`config.mk`:
```
export PLATFORM = sky130hd
export DESIGN_NAME = alu_result_buffer
export DESIGN_NICKNAME = d
export VERILOG_FILES = /design/src/rtl/alu_pkg.sv /design/src/rtl/alu_resbuf_mem.sv /design/src/rtl/alu_result_buffer.sv
export SDC_FILE = /design/constraint.sdc
export NUM_CORES = 1
export LEC_CHECK = 0
export CAP_MARGIN = 20
export CORE_UTILIZATION = 33
export DETAILED_ROUTE_END_ITERATION = 6
export PLACE_DENSITY = 0.58
export SYNTH_ARGS = -nofsm -noshare
export SYNTH_HDL_FRONTEND = slang
export SYNTH_SLANG_ARGS = --single-unit
```
`constraint.sdc`:
```
create_clock -name clock -period 4.64 [get_ports clock]
set_input_delay 0.464 -clock clock [delete_from_list [all_inputs] [get_ports clock]]
set_output_delay 0.464 -clock clock [all_outputs]
set_load 0.1 [all_outputs]
```
`src/rtl/alu_pkg.sv`:
```
// alu_pkg: shared ALU result entry type and field widths
package alu_pkg;
  localparam int ALU_OPND_W = 8;
  localparam int ALU_OP_W = 3;
  localparam int ALU_RES_W = 16;
  typedef struct packed {
    logic [ALU_OPND_W-1:0] a;
    logic [ALU_OPND_W-1:0] b;
    logic [ALU_OP_W-1:0] op;
    logic [ALU_RES_W-1:0] result;
  } alu_entry_t;
endpackage

```
`src/rtl/alu_resbuf_mem.sv`:
```
// alu_resbuf_mem: DEPTH x alu_entry_t storage, one write port, async read
module alu_resbuf_mem
  import alu_pkg::*;
#(
  parameter int DEPTH = 8,
  localparam int AW = $clog2(DEPTH)
) (
  input  logic          clock,
  input  logic          we,
  input  logic [AW-1:0] waddr,
  input  alu_entry_t    wdata,
  input  logic [AW-1:0] raddr,
  output alu_entry_t    rdata
);
  alu_entry_t mem [DEPTH];
  always_ff @(posedge clock) if (we) mem[waddr] <= wdata;
  assign rdata = mem[raddr];
endmodule

```
`src/rtl/alu_result_buffer.sv`:
```
// alu_result_buffer: FWFT FIFO of ALU results; drop counter under ALU_RESBUF_DROP_CNT_EN
module alu_result_buffer
  import alu_pkg::*;
#(
  parameter int DEPTH = 8,
  localparam int AW = $clog2(DEPTH),
  localparam int CW = AW + 1
) (
  input  logic                  clock,
  input  logic                  reset,
  input  logic                  in_valid,
  input  logic [ALU_OPND_W-1:0] a_in,
  input  logic [ALU_OPND_W-1:0] b_in,
  input  logic [ALU_OP_W-1:0]   op_in,
  input  logic [ALU_RES_W-1:0]  result_in,
  output logic                  out_valid,
  input  logic                  out_ready,
  output logic [ALU_OPND_W-1:0] out_a,
  output logic [ALU_OPND_W-1:0] out_b,
  output logic [ALU_OP_W-1:0]   out_op,
  output logic [ALU_RES_W-1:0]  out_result,
  output logic [CW-1:0]         count,
  output logic                  full,
  output logic                  empty
`ifdef ALU_RESBUF_DROP_CNT_EN
  ,
  output logic [7:0]            drop_cnt
`endif
);
  logic [AW-1:0] wr_ptr, rd_ptr;
  logic push, pop;
  alu_entry_t wdata, rdata, head;
  assign empty = count == '0;
  assign full = count == CW'(DEPTH);
  assign out_valid = !empty;
  assign pop = out_valid && out_ready;
  // a pop frees a slot in the same cycle, so a full buffer can still accept
  assign push = in_valid && (!full || pop);
  assign wdata = '{a: a_in, b: b_in, op: op_in, result: result_in};
  always_ff @(posedge clock) begin
    if (reset) begin
      wr_ptr <= '0;
      rd_ptr <= '0;
      count <= '0;
    end else begin
      wr_ptr <= push ? wr_ptr + AW'(1) : wr_ptr;
      rd_ptr <= pop ? rd_ptr + AW'(1) : rd_ptr;
      count <= count + CW'(push) - CW'(pop);
    end
  end
`ifdef ALU_RESBUF_DROP_CNT_EN
  always_ff @(posedge clock) begin
    if (reset) drop_cnt <= '0;
    else if (in_valid && full && !pop && drop_cnt != 8'hFF) drop_cnt <= drop_cnt + 8'd1;
  end
`endif
  alu_resbuf_mem #(.DEPTH(DEPTH)) u_mem (
    .clock(clock),
    .we(push),
    .waddr(wr_ptr),
    .wdata(wdata),
    .raddr(rd_ptr),
    .rdata(rdata)
  );
  always_comb begin
    head = empty ? '0 : rdata;
    out_a = head.a;
    out_b = head.b;
    out_op = head.op;
    out_result = head.result;
  end
endmodule

```
==> results of run 1 <==
-- layer usage --
layer / vias up / GRT usage (%) / routed length [µm]
li1: 2294 / - / -
met3: 35 / 3.01 / 1390
met4: 4 / 3.41 / 384
met1: 2719 / 17.8 / 9540
met2: 125 / 23.5 / 11500
met5: - / 0 / 34
-- worst register-to-register path: stages (launching register included) --
cell,delay (ps)
dfxtp_1,310
inv_1,110
ha_1,170
or3b_1,480
o211ai_1,740
nor2_4,270
buf_4,310
-- through the flow --
step	area, µm²	util [%]	setup TNS (ps)	hold slack, ps	cells
final	13500	41.1	0	498	1059
after global routing	13500	41.1	0	560	1059
after CTS	13500	41.1	0	502	1059
after detailed placement	12600	38.3	0	493	1004
after global placement	12600	38.3	0	477	1004
after floorplan	11200	-	-23150	472	494
-- layout make-up --
type	count	area share, %
flip-flops and latches	293	64.3
clock buffers	44	6.40
multi-input cells	166	17.7
clock inverters	11	0.371
well taps	442	4.10
repair buffers	94	6.97
inverters	9	0.250
-- cell usage after synthesis (all sizes together) --
| cell type | number |
|---|---|
| a211o | 1 |
| a21o | 1 |
| a21oi | 4 |
| a22o | 35 |
| and2 | 1 |
| buf | 15 |
| clkbuf | 11 |
| dfxtp | 13 |
| edfxtp | 280 |
| fa | 1 |
| ha | 7 |
| inv | 9 |
| mux2 | 3 |
| mux2i | 1 |
| mux4 | 70 |
| nand2 | 3 |
| nand2b | 3 |
| nand3 | 3 |
| nor2 | 10 |
| nor2b | 5 |
| nor3 | 4 |
| nor4 | 1 |
| o2111ai | 1 |
| o211ai | 2 |
| o21a | 1 |
| o21ai | 3 |
| or3 | 2 |
| or3b | 2 |
| or4 | 1 |
| xor2 | 1 |
-- path summary, 6_finish.rpt --
path | from | cells after the start | slack (ps) | end
min reg2reg | rd_ptr[1] | 2 | 500 | flip-flop
max | count[2] | 8 | 510 | out_b[4]
min | rd_ptr[1] | 2 | 500 | flip-flop
max reg2reg | count[2] | 6 | 1990 | u_mem.mem[7][29]
-- report_power, final --
| part | switching [µW] | internal, µW |
|---|---|---|
| logic | 2550 | 1020 |
| clock network | 924 | 1280 |
| registers | 123 | 3080 |
| total | 3600 | 5380 |
-- cell usage in the layout (no fill, tap or decap), types with 2 or more instances in the layout --
master / instances
a21oi_1: 4
a22o_1: 35
buf_12: 3
buf_4: 12
clkbuf_1: 9
clkbuf_16: 31
clkbuf_8: 4
clkdlybuf4s50_1: 79
clkinv_1: 6
clkinv_2: 4
dfxtp_1: 11
dfxtp_4: 2
edfxtp_1: 280
ha_1: 7
inv_1: 8
mux2_2: 3
mux4_2: 70
nand2_1: 3
nand2b_1: 3
nand3_1: 3
nor2_1: 6
nor2_4: 4
nor2b_1: 5
nor3_2: 3
o211ai_1: 2
o21ai_0: 3
or3_1: 2
or3b_1: 2
-- state kept, by name, summed over array words and instances (netlist names), named ones only --
signal	flops
rd_ptr	3
count	4
wr_ptr	3
u_mem.mem	280
-- cell families after synthesis --
| logic type | after synthesis |
|---|---|
| XOR/XNOR | 1 |
| buffers and inverters | 35 |
| multiplexers | 74 |
| flip-flops | 293 |
| AND/OR/NAND/NOR | 35 |
| AO/OA/AOI/OAI | 48 |
| adder cells (fa/ha/maj) | 8 |
==> flow_summary.toml, run 1 <==
[drt]
ant_nets = 0
avgRoutedWirePerCell_um = 21.6
routed_wl_mm = 22.9
firstDrtPassIters = 4
vias = 5177
viasPerCell = 4.89
drc = 0
drtIter0Drc = 342

[yosys]
syn_area_per_cell_um2 = 22.6
yosysTopAreaCell = "edfxtp_1"
syn_area_um2 = 11200
synthMuxAreaShare_pct = 14.5
synth-adder-area-share_pct = 0.964
synthSimpleGateAreaFrac_pct = 1.67
synth_compound_area_share_pct = 3.49
synth_top_family_by_area = "multiplexers"
ys_ff_latch = 293
seq_area_frac_synth_pct = 77.7
syn_nets = 541
synthXorXnorAreaFrac_pct = 0.0785
post_synth_main_area_contributors = "edfxtp_1 75%, mux4_2 14%, a22o_1 2.7%"
synth.top_cell.area_share_pct = 75.3
yosysWarnings = 0
synth_cells = 494
yosysUniqueCellTypes = 32

[clock_tree]
cts_hold_buf = 0
cts_setup_buffers = 0
insertion_delay_ps = 540
clk_path_buf_depth = 3
clk_pin_slew_worst_paths_ps = 60
htreeDepth = 1
cts_tree = "yes"
clock-sinks = 293
cts_resized = 0
cts_buffers = 30
cts_root_buf = "clkbuf_16"

[final_layout]
regArea_um2 = 8680
antenna_cells = 0
multi_input_area_um2 = 2380
fin_nets = 641
drive_above_1_share_pct = 22.9
area.growth.synth_to_final_pct = 21.0
fillers = 2957

[critical_path]
path_class = "reg2out"
required_ps = 4180
path_max_fanout = 19
cpLargestDelayFamily = "buffers and inverters"
critical_path.cell_chain = "inv_1, ha_1, or3b_1, inv_2, nor2_4, buf_12, a22o_1, clkdlybuf4s50_1"
slowest_stage = "clkdlybuf4s50_1"
crit_path_start_kind = "flip-flop"
endpoint_kind = "primary output"
cp.arrival_ps = 3660
max_stage_delay_ps = 1130
path_buf_inv = 4

[placed_design]
dp_worst_setup_slack_ps = 1080
dpl.hpwl_mm = 12.8
gp_congestion = 0.686
numPortBuffers = 80

[sta]
setup_viol = 0
fin_worst_skew_ps = 8.66
report.final.slew_viol_count = 0
period_needed_ps = 4130
fmax_ghz = 0.242
timing.final.ws_setup_ps = 512
fin_crit_sh_pct = 89.0
rsz0062_at_grt = "no"
hold_violations = 0
worst-slew-pin-transition_ps = 999
slew_headroom_pct = 33.2

[pwr]
vdd_drop_max_mv = 0.524
p_total_uw = 8980
p_leak_uw = 0.00425
power_density_nw_per_um2 = 665

[run]
drv_cap = 0

[hold_path]
hold_class = "reg2reg"

[global_route]
grt_max_degree = 45
overflow = 0
antenna_found_initial = 2
grt_pass1_vias = 5781
grt_pass1_wl_mm = 34.6
track_usage_pct = 13.8

[die]
die_w_um = 186
dieArea_um2 = 34600
ios = 81
rows = 66
die_h_um = 186
core_um2 = 32900
start_util_pct = 34.0

[run_status]
outcome = "completed"
No activity file was read; power rests on OpenSTA's default activity.
==> run 2, diff against run 1 <==
==> constraint.sdc (replaced) <==
create_clock -name clock -period 4.64 [get_ports clock]
set_input_delay 0.464 -clock clock [delete_from_list [all_inputs] [get_ports clock]]
set_output_delay 0.464 -clock clock [all_outputs]
set_load 0.01 [all_outputs]
==> flow_summary.toml, run 2 (synthesized netlist as in run 1, its figures left out) <==
[run_status]
outcome = "completed"

[drt]
vias = 5212
viasPerCell = 4.90
drc = 0
drtIter0Drc = 273
ant_nets = 0
firstDrtPassIters = 4
avgRoutedWirePerCell_um = 21.6
routed_wl_mm = 23.0

[sta]
timing.final.ws_setup_ps = 905
period_needed_ps = 3740
setup-tns-final_ps = 0
hold_violations = 0
fin_crit_sh_pct = 80.5
setup_viol = 0
slew_headroom_pct = 27.5
report.final.slew_viol_count = 0
fmax_ghz = 0.268
fin_worst_skew_ps = 8.80
rsz0062_at_grt = "no"
worst-slew-pin-transition_ps = 1090

[placed_design]
gp_congestion = 0.695
dpl.hpwl_mm = 12.8
numPortBuffers = 80
dp_worst_setup_slack_ps = 1410
dp.cells = 1007

[final_layout]
largest_registers = "u_mem.mem x280, count x4"
fillers = 2945
regArea_um2 = 8680
largest_reg_flops = 280
top_register = "u_mem.mem"
final_common_cell = "edfxtp_1"
drive_above_1_share_pct = 23.9
fin_nets = 645
multi_input_area_um2 = 2380
area.growth.synth_to_final_pct = 21.6
fin_util_pct = 41.3
final_cells = 1063
mostFrequentLayoutCells = "280 x edfxtp_1, 80 x clkdlybuf4s50_1, 70 x mux4_2, 35 x a22o_1, 31 x clkbuf_16"

[clock_tree]
cts_setup_buffers = 0
cts_hold_buf = 0
insertion_delay_ps = 540
clk_pin_slew_worst_paths_ps = 60
clk_path_buf_depth = 3
cts_root_buf = "clkbuf_16"
cts_resized = 0
htreeDepth = 1
clock-sinks = 293
cts_tree = "yes"
cts_buffers = 31

[pwr]
internal_power_uw = 5470
power_density_nw_per_um2 = 548
p_leak_uw = 0.00429
seq_power_share_pct = 43.6
switching_power_uw = 1960
power_frac_comb_pct = 24.9
vdd_drop_max_mv = 0.321
swShare_pct = 26.4
power_frac_clock_pct = 31.5

[global_route]
track_usage_pct = 13.7
overflow = 0
grt_max_degree = 71
grt_pass1_wl_mm = 34.5
grt_pass1_vias = 5767
antenna_found_initial = 3

[critical_path]
slowest_stage = "nor2_4"
crit_path_start_kind = "flip-flop"
critical_path.cell_chain = "inv_1, ha_1, or3b_1, inv_2, nor2_4, buf_4, a22o_1, clkdlybuf4s50_1"
endpoint_kind = "primary output"
path_max_fanout = 26
cpLargestDelayFamily = "buffers and inverters"
cp.arrival_ps = 3270
max_stage_delay_ps = 710
path_buf_inv = 4
path_class = "reg2out"
required_ps = 4180

[die]
ios = 81
start_util_pct = 34.0
core_um2 = 32900
rows = 66
die_h_um = 186
die_w_um = 186
dieArea_um2 = 34600

[run]
drv_cap = 0

[hold_path]
hold_class = "reg2reg"
## run 2: cell types whose count changed in the layout (fill, tap and decap cells not counted), moves of 2 or more
| cell | delta |
|---|---|
| bufinv_16 | +3 |
| clkbuf_1 | -6 |
| buf_4 | +2 |
| clkinv_2 | +4 |
| clkbuf_8 | -4 |
## run 2: worst paths after layout
kind | from | endpoint | slack (ps) | depth (start not counted)
worst max-delay path | count[2] | out_b[7] | 900 | 8
worst min-delay path | rd_ptr[1] | flip-flop | 500 | 2
worst max register to register | count[2] | u_mem.mem[3][30] | 2030 | 6
worst min register to register | rd_ptr[1] | flip-flop | 500 | 2
## run 2: cell type report
class / instances / area share, %
Antenna cell: 1 / 0.0184
Tap cell: 442 / 4.07
Sequential cell: 293 / 63.9
Inverter: 9 / 0.249
Clock inverter: 21 / 1.33
Multi-Input combinational cell: 166 / 17.5
Timing Repair Buffer: 97 / 7.12
Clock buffer: 34 / 5.80
## run 2: power by group through the flow
stage / sequential [µW] / combinational, µW / clock, µW
floorplan: 3190 / 1110 / 0
global placement: 3300 / 1870 / 0
detailed placement: 3310 / 1890 / 0
CTS: 3260 / 1900 / 2410
global route: 3270 / 1990 / 2490
finish: 3240 / 1850 / 2340
## run 2: metrics by stage
step	instance area (µm²)	hold WS (ps)	power [µW]
2_1_floorplan	11200	472	4300
3_3_place_gp	12600	493	5160
3_5_place_dp	12600	488	5200
4_1_cts	13600	498	7560
5_1_grt	13600	532	7760
6_report	13600	499	7430
## run 2: metal layers
metal	vias to the layer above	global-route usage, %	share of wire, %
met3	34	2.88	4.8
li1	2301	-	-
met2	113	24.8	52
met4	4	2.92	1.6
met5	-	0	0.12
met1	2760	16.7	41
## run 2: worst min-delay path, stage by stage (launching register included)
cell and delay (ps):
dfxtp_1 310, o21ai_0 70, a21oi_1 70
